===== config.mk =====
export PLATFORM = sky130hd
export DESIGN_NAME = miriscv_fetch_unit_buf
export DESIGN_NICKNAME = d
export VERILOG_FILES = /design/src/rtl/miriscv_fetch_unit_buf.sv
export SDC_FILE = /design/constraint.sdc
export NUM_CORES = 1
export LEC_CHECK = 0
export CAP_MARGIN = 20
export CORE_MARGIN = 10
export CORE_UTILIZATION = 42
export DETAILED_ROUTE_END_ITERATION = 8
export SYNTH_ARGS = -nofsm -noshare
export SYNTH_HDL_FRONTEND = slang
export SYNTH_SLANG_ARGS = --single-unit

===== constraint.sdc =====
create_clock -name clk_i -period 4.9 [get_ports clk_i]
set_input_delay 0.735 -clock clk_i [delete_from_list [all_inputs] [get_ports clk_i]]
set_output_delay 0.735 -clock clk_i [all_outputs]
set_load 0.02 [all_outputs]

===== src/rtl/miriscv_fetch_unit_buf.sv =====
// Instruction fetch unit: req/gnt memory port, several reads in flight, instruction FIFO toward decode.
// Optional build macro MIRISCV_FETCH_MISALIGN_EN adds a sticky misaligned-redirect fault and fetch_misalign_o.
module miriscv_fetch_unit_buf #(
    parameter int              XLEN            = 32,
    parameter int              FIFO_DEPTH      = 4,
    parameter int              MAX_OUTSTANDING = 2,
    parameter logic [XLEN-1:0] RESET_PC        = '0
) (
    input  logic            clk_i,
    input  logic            arstn_i,
    output logic            instr_req_o,
    input  logic            instr_gnt_i,
    output logic [XLEN-1:0] instr_addr_o,
    input  logic            instr_rvalid_i,
    input  logic [XLEN-1:0] instr_rdata_i,
    input  logic            cu_stall_f_i,
    input  logic            cu_force_f_i,
    input  logic [XLEN-1:0] cu_force_pc_i,
    output logic [31:0]     instr_o,
    output logic [XLEN-1:0] fetched_pc_addr_o,
    output logic [XLEN-1:0] fetched_pc_next_addr_o,
`ifdef MIRISCV_FETCH_MISALIGN_EN
    output logic            fetch_misalign_o,
`endif
    output logic            fetch_rvalid_o
);

    localparam int ILEN = 32;
    localparam int FW   = $clog2(FIFO_DEPTH);
    localparam int CW   = $clog2(FIFO_DEPTH + 1);
    localparam int OW   = $clog2(MAX_OUTSTANDING + 1);
    localparam int QW   = (MAX_OUTSTANDING > 1) ? $clog2(MAX_OUTSTANDING) : 1;
    localparam int SW   = CW + OW + 1;

    logic [XLEN-1:0] r_pc;
    logic [OW-1:0]   r_outstanding;
    logic [OW-1:0]   r_discard;

    // PC queue pairs each in-order response with the address that requested it
    logic [XLEN-1:0] r_pcq [MAX_OUTSTANDING];
    logic [QW-1:0]   r_pcq_wptr;
    logic [QW-1:0]   r_pcq_rptr;

    logic [XLEN-1:0] r_fifo_data [FIFO_DEPTH];
    logic [XLEN-1:0] r_fifo_pc   [FIFO_DEPTH];
    logic [FW-1:0]   r_wptr;
    logic [FW-1:0]   r_rptr;
    logic [CW-1:0]   r_count;

    logic            w_fifo_empty;
    logic [SW-1:0]   w_credit_sum;
    logic            w_fault;
    logic            w_req;
    logic            w_hs;
    logic            w_resp;
    logic            w_drop;
    logic            w_push;
    logic            w_pop;
    logic [OW-1:0]   w_out_next;
    logic [XLEN-1:0] w_force_pc;
    logic [XLEN-1:0] w_head_data;
    logic [XLEN-1:0] w_head_pc;

    function automatic logic [QW-1:0] q_inc(input logic [QW-1:0] p);
        if (p == QW'(MAX_OUTSTANDING - 1)) return '0;
        return p + QW'(1);
    endfunction

`ifdef MIRISCV_FETCH_MISALIGN_EN
    logic r_fault;
    assign w_fault          = r_fault;
    assign fetch_misalign_o = r_fault;
    assign w_force_pc       = cu_force_pc_i;

    always_ff @(posedge clk_i or negedge arstn_i) begin
        if (!arstn_i) begin
            r_fault <= 1'b0;
        end else if (cu_force_f_i) begin
            r_fault <= |cu_force_pc_i[1:0];
        end
    end
`else
    assign w_fault    = 1'b0;
    assign w_force_pc = cu_force_pc_i & ~XLEN'(3);
`endif

    // Credit counts buffered plus live in-flight words; discarded ones will never occupy the FIFO
    assign w_fifo_empty = (r_count == '0);
    assign w_credit_sum = SW'(r_count) + SW'(r_outstanding) - SW'(r_discard);

    // Request is held low while reset is asserted so every output except the address reads zero
    assign w_req = arstn_i & ~cu_force_f_i & ~w_fault
                 & (r_outstanding < OW'(MAX_OUTSTANDING))
                 & (w_credit_sum < SW'(FIFO_DEPTH));

    assign w_hs       = w_req & instr_gnt_i;
    assign w_resp     = instr_rvalid_i;
    assign w_drop     = w_resp & (r_discard != '0);
    assign w_push     = w_resp & ~w_drop;
    assign w_pop      = fetch_rvalid_o & ~cu_stall_f_i;
    assign w_out_next = r_outstanding + OW'(w_hs) - OW'(w_resp);

    assign w_head_data = r_fifo_data[r_rptr];
    assign w_head_pc   = r_fifo_pc[r_rptr];

    assign instr_req_o            = w_req;
    assign instr_addr_o           = r_pc;
    assign fetch_rvalid_o         = ~w_fifo_empty & ~cu_force_f_i;
    assign instr_o                = w_fifo_empty ? '0 : w_head_data[ILEN-1:0];
    assign fetched_pc_addr_o      = w_fifo_empty ? '0 : w_head_pc;
    assign fetched_pc_next_addr_o = w_fifo_empty ? '0 : w_head_pc + XLEN'(4);

    always_ff @(posedge clk_i or negedge arstn_i) begin
        if (!arstn_i) begin
            r_pc          <= RESET_PC;
            r_outstanding <= '0;
            r_discard     <= '0;
            r_pcq_wptr    <= '0;
            r_pcq_rptr    <= '0;
            r_wptr        <= '0;
            r_rptr        <= '0;
            r_count       <= '0;
        end else begin
            r_outstanding <= w_out_next;
            if (w_hs)   r_pcq_wptr <= q_inc(r_pcq_wptr);
            if (w_resp) r_pcq_rptr <= q_inc(r_pcq_rptr);

            if (cu_force_f_i) begin
                // Everything still in flight after this cycle belongs to the old stream
                r_pc      <= w_force_pc;
                r_discard <= w_out_next;
                r_wptr    <= '0;
                r_rptr    <= '0;
                r_count   <= '0;
            end else begin
                if (w_hs)   r_pc      <= r_pc + XLEN'(4);
                if (w_drop) r_discard <= r_discard - OW'(1);
                if (w_push) r_wptr    <= r_wptr + FW'(1);
                if (w_pop)  r_rptr    <= r_rptr + FW'(1);
                case ({w_push, w_pop})
                    2'b10:   r_count <= r_count + CW'(1);
                    2'b01:   r_count <= r_count - CW'(1);
                    default: r_count <= r_count;
                endcase
            end
        end
    end

    always_ff @(posedge clk_i) begin
        if (w_hs) r_pcq[r_pcq_wptr] <= r_pc;
        if (w_push && !cu_force_f_i) begin
            r_fifo_data[r_wptr] <= instr_rdata_i;
            r_fifo_pc[r_wptr]   <= r_pcq[r_pcq_rptr];
        end
    end

    a_rvalid_needs_outstanding : assert property (
        @(posedge clk_i) disable iff (!arstn_i) instr_rvalid_i |-> (r_outstanding != '0)
    );

endmodule

==> results of run 1 <==
-- worst reg2reg max path, cell delays in order (launching register included) --
cell and delay, ns:
dfrtp_1 0.45, inv_1 0.08, fa_1 0.48, inv_1 0.04
ha_1 0.27, and3b_1 0.22, nor4_2 0.33, o211a_1 0.25
buf_4 0.34, and2_1 0.18, buf_4 0.35
-- state kept, by name (all words and copies together), names as in the netlist, 2 cells and up --
signal         flops
r_outstanding      2
r_pcq             60
r_count            3
r_rptr             2
r_wptr             2
r_fifo_data      128
instr_addr_o      30
r_fifo_pc        120
r_discard          2
-- cells in the final DEF, fill, tap and decap left out, drive strengths merged, types with 27 or more instances in the layout --
cell	count
edfxtp	308
clkdlybuf4s50	189
and2	71
mux4	62
nor2	50
clkbuf	48
mux2	45
dfrtp	43
nand2	42
inv	29
nand3	27
-- kinds of logic (layout without fill, tap and decap cells) --
group | after synthesis | after routing | synth area share
flip-flops | 351 | 351 | 0.6776
AND/OR/NAND/NOR | 277 | 277 | 0.1056
multiplexers | 121 | 121 | 0.1365
buffers and inverters | 75 | 309 | 0.02480
AO/OA/AOI/OAI | 61 | 61 | 0.02874
XOR/XNOR | 23 | 23 | 0.01322
adder cells (fa/ha/maj) | 15 | 15 | 0.01330
other | 1 | 6 | 0.0002461
-- report_power, final --
| part | internal, mW | leakage, nW | switching, mW |
|---|---|---|---|
| sequential | 3.54 | 3.30 | 0.166 |
| combinational | 1.72 | 2.38 | 2.05 |
| clock | 1.57 | 0.564 | 1.10 |
-- final timing paths --
| check | startpoint | endpoint | slack [ns] | cells past startpoint |
|---|---|---|---|---|
| worst max-delay path | r_rptr[0]$_DFFE_PN0P_ | fetched_pc_next_addr_o[22] | 0.45 | 8 |
| worst min-delay path | arstn_i | instr_addr_o[25]$_DFFE_PN0P_ | 0.31 | 2 |
| worst max register to register | r_count[1]$_DFFE_PN0P_ | r_pcq[1][13]$_DFFE_PP_ | 1.55 | 10 |
| worst min register to register | r_outstanding[1]$_DFF_PN0_ | r_outstanding[1]$_DFF_PN0_ | 0.51 | 1 |
| max in group asynchronous | arstn_i | r_rptr[0]$_DFFE_PN0P_ | 4.11 | 2 |
| min in group clk_i | r_outstanding[1]$_DFF_PN0_ | r_outstanding[1]$_DFF_PN0_ | 0.51 | 1 |
-- metal layers --
| layer | track usage | vias up | wire length (um) |
|---|---|---|---|
| li1 | - | 4010 | - |
| met1 | 0.2097 | 4268 | 15440 |
| met2 | 0.2420 | 265 | 15960 |
| met3 | 0.03917 | 42 | 2406 |
| met4 | 0.03247 | 0 | 427 |
| met5 | 0 | - | 0 |
-- per-stage QoR --
step	hold WS (ns)	utilization	cells	instance area, sq um
CTS	0.3318	0.5281	1624	18830
detailed placement	0.4942	0.4956	1557	17670
global route	0.3601	0.5281	1624	18830
floorplan	0.4394	-	929	15260
finish	0.3111	0.5281	1624	18830
global placement	0.4854	0.4956	1557	17670
-- area by class of cell --
type | instances | area [sq um]
clock buffer | 48 | 977.2
clock inverter | 19 | 180.2
fill | 2947 | 16830
inverter | 28 | 105.1
multi-input combinational | 503 | 4573
sequential | 351 | 10330
tap | 461 | 576.8
timing repair buffer | 214 | 2087
==> summary.md, run 1 <==
| Metric | Value |
|---|---|
| Yosys warning total | `0` |
| Synth cell count leaders | `edfxtp_1, and2_1, mux4_2` |
| Synth top area share | `0.6069` |
| First-pass GRT wire length | `~53000 um` |
| Fraction of layout cells with a size suffix above 1 | `0.1857` |
| Yosys reg bits | `351` |
| Synthesized area | `15240 sq um` |
| Number of global-route vias before repair | `8929` |
| Largest net degree at the start of global routing | `slightly above 60` |
| Critical-path cell list | `buf_12 > mux4_2 > ha_1 > and2_1 > nand2_2 > nor3_2 > mux2_4 > clkdlybuf4s50_1` |
| Sequential share of the synthesized area | `0.6776` |
| Synthesized area per cell | `16.49 sq um` |
| Sink Count | `351` |
| ANT nets after route | `0` |
| Outcome | `complete, no violations` |
| Critical path peak fanout | `23` |
| Routability congestion estimate | `approximately 0.76` |
| Hpwl dp | `between 20000 and 25000 um` |
| # Post-CTS Setup Buffers | `0` |
| Initial Utilization | `0.4274` |
| P_leak | `6.238 nW` |
| Post-synth ARST share | `0.1225` |
| Congestion Overflow GR | `0` |
| Worst-Margin Slew | `1.005 ns` |
| Post-layout net count | `roughly 1200` |
| Initial antenna violation count | `0` |
| RSZ-0062 raised after global routing | `no` |
| Fin Setup TNS | `0 ns` |
| Distinct cells, synth | `64` |
| # port buffers | `roughly 190` |
| Buf/Inv on CP | `2` |
| CTS Hold Bufs | `0` |
| Slowest cell on crit path | `dfrtp_4` |
| Final setup viols | `0` |
| Synthesis-to-finish area growth | `23.57%` |
| Post-synth EDFFs | `308` |
| Num rows | `69` |
| CTS resizes | `0` |
| WL per Instance | `~21 um` |
| Max Slew Vio Count | `0` |
| Vias/cell | `~5.3` |
| Final total power | `~10 mW` |
| Final worst-path setup slack | `0.4506 ns` |
| Critical path class | `flop to primary output` |
| CTS root buffer | `clkbuf_16` |
| Pre-CTS setup slack | `0.9362 ns` |
| IO Pins | `200` |
| Normalized max-slew margin | `0.3297` |
| Largest cells by area after synthesis | `edfxtp_1, mux4_2, dfrtp_1, and2_1, mux2_2` |
| Cell taking the most area after synthesis | `edfxtp_1` |
| GRT Total Usage | `0.1530` |
| H-tree depth | `2` |
| Routed Wire Length | `about 34000 um` |
| CTS tree | `done` |
| Die area | `between 40000 and 50000 sq um` |
| Clock-pin slew on the worst setup and hold paths | `around 0.06 ns` |
| Iter 0 DRT Violations | `roughly 520` |
| Max-Cap Viols | `0` |
| Via count | `8585` |
| Tcrit/Tclk final | `0.9080` |
| Fin crit period | `~4.4 ns` |
| Ys flop type | `edfxtp_1` |
| CP max stage delay | `0.64 ns` |
| CTS max path bufs | `3` |
| Startpoint Class | `flop` |
| Worst Path Required | `4.16 ns` |
| Top delay family on crit path | `multiplexers` |
| Area of the core | `35660 sq um` |
| DRT Pass-1 Iters | `7` |
| Min-Delay Path Class | `input pin to asynchronous set/reset pin` |
| DRC | `0` |
| Synth Instances | `between 900 and 1000` |
| Inserted Diodes | `0` |
| CTS Buf Count | `37` |
| Peak VDD IR | `0.0002341 V` |
| Clock Skews | `0.01674 ns` |
| Die Span Y | `~210 um` |
| Most common cell in the netlist | `edfxtp_1` |
| WP data arrival | `3.71 ns` |
| Fin. Hold Viols | `0` |
| Fmax | `0.2247 GHz` |
| Endpoint class of the critical path | `primary output` |
| Pwr per Cell Area | `539.0 nW/um^2` |
| Latest clock arrival within the worst-skew pair | `0.52 ns` |
| Chip width | `210.5 um` |
Note: power is estimated with default switching activity, not from simulation.
==> run 2: changes to the inputs <==
--- a/config.mk
+++ b/config.mk
@@ -9,6 +9,7 @@
 export CORE_MARGIN = 10
 export CORE_UTILIZATION = 42
 export DETAILED_ROUTE_END_ITERATION = 8
+export SKIP_CTS_REPAIR_TIMING = 1
 export SYNTH_ARGS = -nofsm -noshare
 export SYNTH_HDL_FRONTEND = slang
 export SYNTH_SLANG_ARGS = --single-unit
==> results of run 2 <==
No change in the layout: final DEF, timing and power equal those of run 1.
